$ cat src/rtl/muldiv_pkg.sv
// Shared encodings for the iterative multiply/divide unit: RV32M funct3 opcodes,
// FSM states and small opcode-classification helpers.
package muldiv_pkg;

  typedef enum logic [2:0] {
    OP_MUL    = 3'd0,
    OP_MULH   = 3'd1,
    OP_MULHSU = 3'd2,
    OP_MULHU  = 3'd3,
    OP_DIV    = 3'd4,
    OP_DIVU   = 3'd5,
    OP_REM    = 3'd6,
    OP_REMU   = 3'd7
  } op_e;

  typedef enum logic [1:0] {
    IDLE = 2'd0,
    CALC = 2'd1,
    FIN  = 2'd2
  } state_e;

  function automatic logic op_is_div(input op_e op);
    return op inside {OP_DIV, OP_DIVU, OP_REM, OP_REMU};
  endfunction

  function automatic logic op_is_rem(input op_e op);
    return op inside {OP_REM, OP_REMU};
  endfunction

  function automatic logic op_mul_high(input op_e op);
    return op inside {OP_MULH, OP_MULHSU, OP_MULHU};
  endfunction

  function automatic logic op_signed_a(input op_e op);
    return op inside {OP_MULH, OP_MULHSU, OP_DIV, OP_REM};
  endfunction

  function automatic logic op_signed_b(input op_e op);
    return op inside {OP_MULH, OP_DIV, OP_REM};
  endfunction

endpackage

$ cat src/rtl/muldiv_negate.sv
// Conditional two's-complement negate, used for operand magnitudes and result sign fix-up.
module muldiv_negate #(
  parameter int XLEN = 32
) (
  input  logic            en,
  input  logic [XLEN-1:0] din,
  output logic [XLEN-1:0] dout
);

  assign dout = en ? (~din) + XLEN'(1) : din;

endmodule

$ cat src/rtl/muldiv_unit.sv
// Iterative RV32M multiply/divide: one shared accumulator/shift-register datapath,
// one bit per cycle, fixed XLEN-cycle latency for every operation.
module muldiv_unit
  import muldiv_pkg::*;
#(
  parameter int XLEN = 32
) (
  input  logic            clk,
  input  logic            rst,
  input  logic            start,
  input  logic [2:0]      op,
  input  logic [XLEN-1:0] a,
  input  logic [XLEN-1:0] b,
  output logic            busy,
  output logic            done,
  output logic [XLEN-1:0] result,
  output logic            div_zero
);

  localparam int CNT_W = ($clog2(XLEN + 1) > 5) ? $clog2(XLEN + 1) : 5;
  localparam logic [CNT_W-1:0] CNT_LAST = CNT_W'(XLEN - 1);

  state_e            state_q, state_d;
  op_e               op_q, op_d;
  logic [CNT_W-1:0]  cnt_q, cnt_d;
  logic              neg_q, neg_d, dz_q, dz_d;
  logic [XLEN-1:0]   acc_q, acc_d, sr_q, sr_d, mcand_q, mcand_d;
  logic [XLEN-1:0]   result_q, result_d;
  logic              busy_q, busy_d, done_q, done_d, div_zero_q, div_zero_d;

  op_e               op_in;
  logic              sa, sb;
  logic [XLEN-1:0]   a_mag, b_mag;
  logic [XLEN:0]     mul_sum, div_trial;
  logic              div_ok;
  logic [XLEN-1:0]   div_rem, acc_nxt, sr_nxt;
  logic [2*XLEN-1:0] fix_in, fix_out;

  assign op_in = op_e'(op);
  assign sa    = op_signed_a(op_in) & a[XLEN-1];
  assign sb    = op_signed_b(op_in) & b[XLEN-1];

  muldiv_negate #(.XLEN(XLEN)) u_neg_a (.en(sa), .din(a), .dout(a_mag));
  muldiv_negate #(.XLEN(XLEN)) u_neg_b (.en(sb), .din(b), .dout(b_mag));

  // One iteration: multiply shifts {acc, sr} right after a conditional add;
  // divide shifts the dividend out of sr into acc and shifts quotient bits in.
  always_comb begin
    mul_sum   = {1'b0, acc_q} + (sr_q[0] ? {1'b0, mcand_q} : '0);
    div_trial = {acc_q, sr_q[XLEN-1]};
    div_ok    = div_trial >= {1'b0, mcand_q};
    div_rem   = div_trial[XLEN-1:0] - mcand_q;
    if (op_is_div(op_q)) begin
      acc_nxt = div_ok ? div_rem : div_trial[XLEN-1:0];
      sr_nxt  = {sr_q[XLEN-2:0], div_ok};
    end else begin
      acc_nxt = mul_sum[XLEN:1];
      sr_nxt  = {mul_sum[0], sr_q[XLEN-1:1]};
    end
  end

  // Sign fix-up sees the values the final iteration is about to write.
  always_comb begin
    if (!op_is_div(op_q))     fix_in = {acc_nxt, sr_nxt};
    else if (op_is_rem(op_q)) fix_in = {{XLEN{1'b0}}, acc_nxt};
    else                      fix_in = {{XLEN{1'b0}}, sr_nxt};
  end

  muldiv_negate #(.XLEN(2*XLEN)) u_fix (.en(neg_q), .din(fix_in), .dout(fix_out));

  // NOTE: every variable gets its hold value first so no path leaves it unassigned (no latches).
  always_comb begin
    state_d    = state_q;
    op_d       = op_q;
    cnt_d      = cnt_q;
    neg_d      = neg_q;
    dz_d       = dz_q;
    acc_d      = acc_q;
    sr_d       = sr_q;
    mcand_d    = mcand_q;
    result_d   = result_q;
    div_zero_d = div_zero_q;
    busy_d     = busy_q;
    done_d     = 1'b0;
    case (state_q)
      CALC: begin
        acc_d = acc_nxt;
        sr_d  = sr_nxt;
        cnt_d = cnt_q + CNT_W'(1);
        if (cnt_q == CNT_LAST) begin
          state_d    = FIN;
          busy_d     = 1'b0;
          done_d     = 1'b1;
          result_d   = op_mul_high(op_q) ? fix_out[2*XLEN-1:XLEN] : fix_out[XLEN-1:0];
          div_zero_d = dz_q;
        end
      end
      default: begin
        if (start) begin
          state_d = CALC;
          busy_d  = 1'b1;
          op_d    = op_in;
          cnt_d   = '0;
          acc_d   = '0;
          sr_d    = a_mag;
          mcand_d = b_mag;
          dz_d    = op_is_div(op_in) && (b == '0);
          // A zero divisor keeps the all-ones quotient unsigned.
          if (!op_is_div(op_in))     neg_d = sa ^ sb;
          else if (op_is_rem(op_in)) neg_d = sa;
          else                       neg_d = (sa ^ sb) && (b != '0);
        end else begin
          state_d = IDLE;
        end
      end
    endcase
  end

  // NOTE: datapath registers are reset along with control so a reset leaves no stale operand state.
  always_ff @(posedge clk or negedge rst) begin
    if (!rst) begin
      state_q    <= IDLE;
      op_q       <= OP_MUL;
      cnt_q      <= '0;
      neg_q      <= 1'b0;
      dz_q       <= 1'b0;
      acc_q      <= '0;
      sr_q       <= '0;
      mcand_q    <= '0;
      result_q   <= '0;
      div_zero_q <= 1'b0;
      busy_q     <= 1'b0;
      done_q     <= 1'b0;
    end else begin
      // NOTE: non-blocking so every flop samples pre-edge values regardless of statement order.
      state_q    <= state_d;
      op_q       <= op_d;
      cnt_q      <= cnt_d;
      neg_q      <= neg_d;
      dz_q       <= dz_d;
      acc_q      <= acc_d;
      sr_q       <= sr_d;
      mcand_q    <= mcand_d;
      result_q   <= result_d;
      div_zero_q <= div_zero_d;
      busy_q     <= busy_d;
      done_q     <= done_d;
    end
  end

  assign busy     = busy_q;
  assign done     = done_q;
  assign result   = result_q;
  assign div_zero = div_zero_q;

endmodule
$ cat config.mk
export PLATFORM = sky130hd
export DESIGN_NAME = muldiv_unit
export DESIGN_NICKNAME = d
export VERILOG_FILES = /design/src/rtl/muldiv_pkg.sv /design/src/rtl/muldiv_negate.sv /design/src/rtl/muldiv_unit.sv
export SDC_FILE = /design/constraint.sdc
export NUM_CORES = 1
export LEC_CHECK = 0
export CELL_PAD_IN_SITES_DETAIL_PLACEMENT = 2
export CELL_PAD_IN_SITES_GLOBAL_PLACEMENT = 2
export CORE_ASPECT_RATIO = 1.75
export CORE_MARGIN = 8
export CORE_UTILIZATION = 28
export DETAILED_ROUTE_END_ITERATION = 16
export GPL_TIMING_DRIVEN = 0
export HOLD_SLACK_MARGIN = 0.08
export PLACE_DENSITY_LB_ADDON = 0.1
export SLEW_MARGIN = 20
export SYNTH_ARGS = -nofsm -noshare
export SYNTH_HDL_FRONTEND = slang
export SYNTH_SLANG_ARGS = --single-unit
$ cat constraint.sdc
create_clock -name clk -period 6.88 [get_ports clk]
set_input_delay 1.032 -clock clk [delete_from_list [all_inputs] [get_ports clk]]
set_output_delay 1.032 -clock clk [all_outputs]
set_load 0.05 [all_outputs]
==> run summary <==
Outcome: completed
Critical Path RT: 7.25 ns
Synth Area in Compound Gates: 28.25%
Syn Inst Count: 2065
Ys flop type: dfrtp_1
Synth warnings: 0
Initial antenna violation count: 2
R2r worst-path depth: 14
Max Fclk: 146.9 MHz
Commonest non-fill, non-tap cell in the layout: nand2_1
Area of the multi-input gates: 10670 um^2
Gpl congestion: 0.9656
XOR/XNOR Fraction of Synth Area: 7.233%
Die height: 323.6 um
Mapped Nets: 2205
Hold Crit Class: in -> async
Adder-Cell Fraction of Synth Area: 5.886%
Post-CTS Hold Fix Bufs: 0
First-pass GRT wire length: 132700 um
Asr flop ratio synth: 100.0%
Critical path fanouts, max: 10
Setup CP Type: reg -> reg
Root buf cell: clkbuf_16
Vias post-DR: 17010
Port buffer count: 104
Chip width: 191.8 um
Worst-Margin Slew: 1.203 ns
Routed len/inst: 31.44 um
Cell area after layout: 17750 um^2
Flop2flop setup slack: 0.07 ns
Final HPWL DP: 77330 um
Fill cells: 6379
Clock latency on the worst-skew pair: 0.48 ns
Period utilization: 98.95%
Setup violators final: 0
Drt total wl: 90980 um
Number of synthesized flops with an enable pin: 0
Dpl cells: 2862
Mux cell area share after synthesis: 4.009%
Clock Path Buffers: 2
Pre-Repair DR Iteration Count: 5
# IOs: 105
Worst slew margin: 19.19%
Core area: 53870 um^2
CTS-repair resized insts: 0
Synthesized area: 15140 um^2
Clock sinks: 144
Largest net degree at the start of global routing: 52
Final Non-Filler Cells: 2894
Number of max-cap violations: 0
TritonCTS clock tree: built
DRT iter0 DRCs: 705
Post-layout net count: 2331
Pins Over Slew Limit: 0
Post-synthesis cell type count: 95
Core Util, Final: 32.96%
Remaining DRCs: 0
Gr usage total: 29.44%
Register area: 3603 um^2
Syn_area_per_cell: 7.330 um^2
Post-synthesis simple-gate area fraction: 24.95%
CP arrival: 7.17 ns
DIE AREA: 62050 um^2
Post CTS Setup Buffer Count: 0
Clock Pin Slew Worst Setup and Hold Paths: 0.07 ns
Largest family of logic cells by synthesized area: compound AO/OA/AOI/OAI gates
Fraction of layout cells with a size suffix above 1: 5.944%
Minimum clock period: 6.808 ns
Starting Density: 28.10%
Area post-placement: 17130 um^2
Clock Skews: 0.01499 ns
CTS HTree Levels: 4
Total CTS buffers: 17
Number of vias per cell: 5.878
Row count: 113
Area growth syn-to-layout: 17.30%
Commonest cells after routing, fill and taps aside: 275 x nand2_1, 212 x o21ai_0, 177 x nor2_1
Seq cells post-synth: 144
Startpoint types: flip-flop
Seq/Total Area, Yosys: 23.81%
Vias in the first global route: 19120
Routed Antenna Nets: 0
N_diodes: 0
RSZ-0062 raised after global routing: no
Final Hold Viols: 0
Remaining Overflow, GRT: 0
Setup crit end kind: flip-flop
-- cell usage after synthesis (7+ instances only) --
master | n | area share, %
dfrtp_1 | 144 | 24
a311oi_1 | 8 | 0.46
nand2b_1 | 16 | 0.66
a22oi_1 | 9 | 0.45
and3_1 | 10 | 0.41
clkbuf_1 | 81 | 2.0
o21ai_0 | 213 | 7.0
o21a_1 | 14 | 0.69
buf_6 | 9 | 0.67
a31oi_1 | 30 | 1.2
inv_1 | 66 | 1.6
nor2_1 | 178 | 4.4
buf_2 | 19 | 0.63
o22ai_1 | 7 | 0.29
mux2_2 | 10 | 0.74
xor2_1 | 46 | 2.7
o211ai_1 | 48 | 2.4
or3_1 | 21 | 0.87
nand4_1 | 29 | 1.2
buf_1 | 19 | 0.47
or4_1 | 10 | 0.50
nand3_1 | 75 | 2.5
and2_1 | 49 | 2.0
ha_1 | 68 | 5.6
nor3_1 | 45 | 1.5
nand2_1 | 275 | 6.8
a21o_1 | 35 | 1.7
a21boi_0 | 7 | 0.35
nor2b_1 | 10 | 0.41
a21oi_1 | 173 | 5.7
a211oi_1 | 17 | 0.84
nor4_1 | 21 | 0.87
nand3b_1 | 7 | 0.35
o221ai_1 | 7 | 0.41
mux2i_1 | 46 | 3.0
o31ai_1 | 17 | 0.84
xnor2_1 | 79 | 4.6
o21ai_1 | 11 | 0.36
-- critical path, cell delays in order (launching register included) --
cell      delay (ns)
dfrtp_1         0.52
ha_1            0.35
buf_2           0.20
a21oi_2         0.24
o221ai_2        0.14
a211oi_2        0.52
o211a_1         0.48
nand2_1         0.33
a211oi_2        0.65
nor4b_2         0.84
nand4_1         0.45
nor3_2          0.70
nand3_1         0.44
or4_1           0.57
a32o_1          0.24
-- final cells by class --
| type | count | share of cell area, % |
|---|---|---|
| multi-input combinational | 1719 | 60.07 |
| clock buffer | 19 | 2.495 |
| timing repair buffer | 107 | 6.265 |
| inverter | 66 | 1.395 |
| buffer | 136 | 3.608 |
| tap | 690 | 4.863 |
| clock inverter | 13 | 1.008 |
| sequential | 144 | 20.30 |
-- per-layer routing --
metal / up-vias / global-route usage [%] / part of all wire, %
met5: - / 0 / 0.0099
met2: 444 / 55.16 / 53
li1: 7729 / - / -
met3: 254 / 3.734 / 3.1
met1: 8581 / 28.44 / 35
met4: 2 / 23.30 / 9.0
-- per-stage QoR --
step                setup slack, ns  setup TNS, ns  hold slack (ns)
finish                      0.07221              0           0.4480
global route               0.003599              0           0.4798
CTS                          0.1374              0           0.4601
detailed placement           0.1655              0           0.4725
global placement             -2.048        -291.18           0.4567
floorplan                     2.427              0           0.4386
-- registers in the layout, summed over array words and instances, names as in the netlist --
name	flops
sr_q	32
acc_q	32
done	1
state_q	2
cnt_q	6
dz_q	1
busy	1
div_zero	1
neg_q	1
result	32
mcand_q	32
op_q	3
-- cells by family after synthesis --
logic type,count (synthesis)
compound gates,679
xor+xnor,125
fa+ha+maj,70
buf+inv,202
flops,144
mux,59
simple gates,786
-- final timing paths --
check	startpoint	end
worst max register to register	acc_q[25]$_DFFE_PN0P_	result[7]$_DFFE_PN0P_
worst min register to register	div_zero$_DFFE_PN0P_	div_zero$_DFFE_PN0P_
worst min-delay path	rst	sr_q[6]$_DFFE_PN0P_
min in group clk	div_zero$_DFFE_PN0P_	div_zero$_DFFE_PN0P_
max in group asynchronous	rst	acc_q[28]$_DFFE_PN0P_
worst max-delay path	acc_q[25]$_DFFE_PN0P_	result[7]$_DFFE_PN0P_
Power is left out: the tool's default activity adds up to more than one toggle a clock period on the data nets, which glitch-free logic cannot reach.
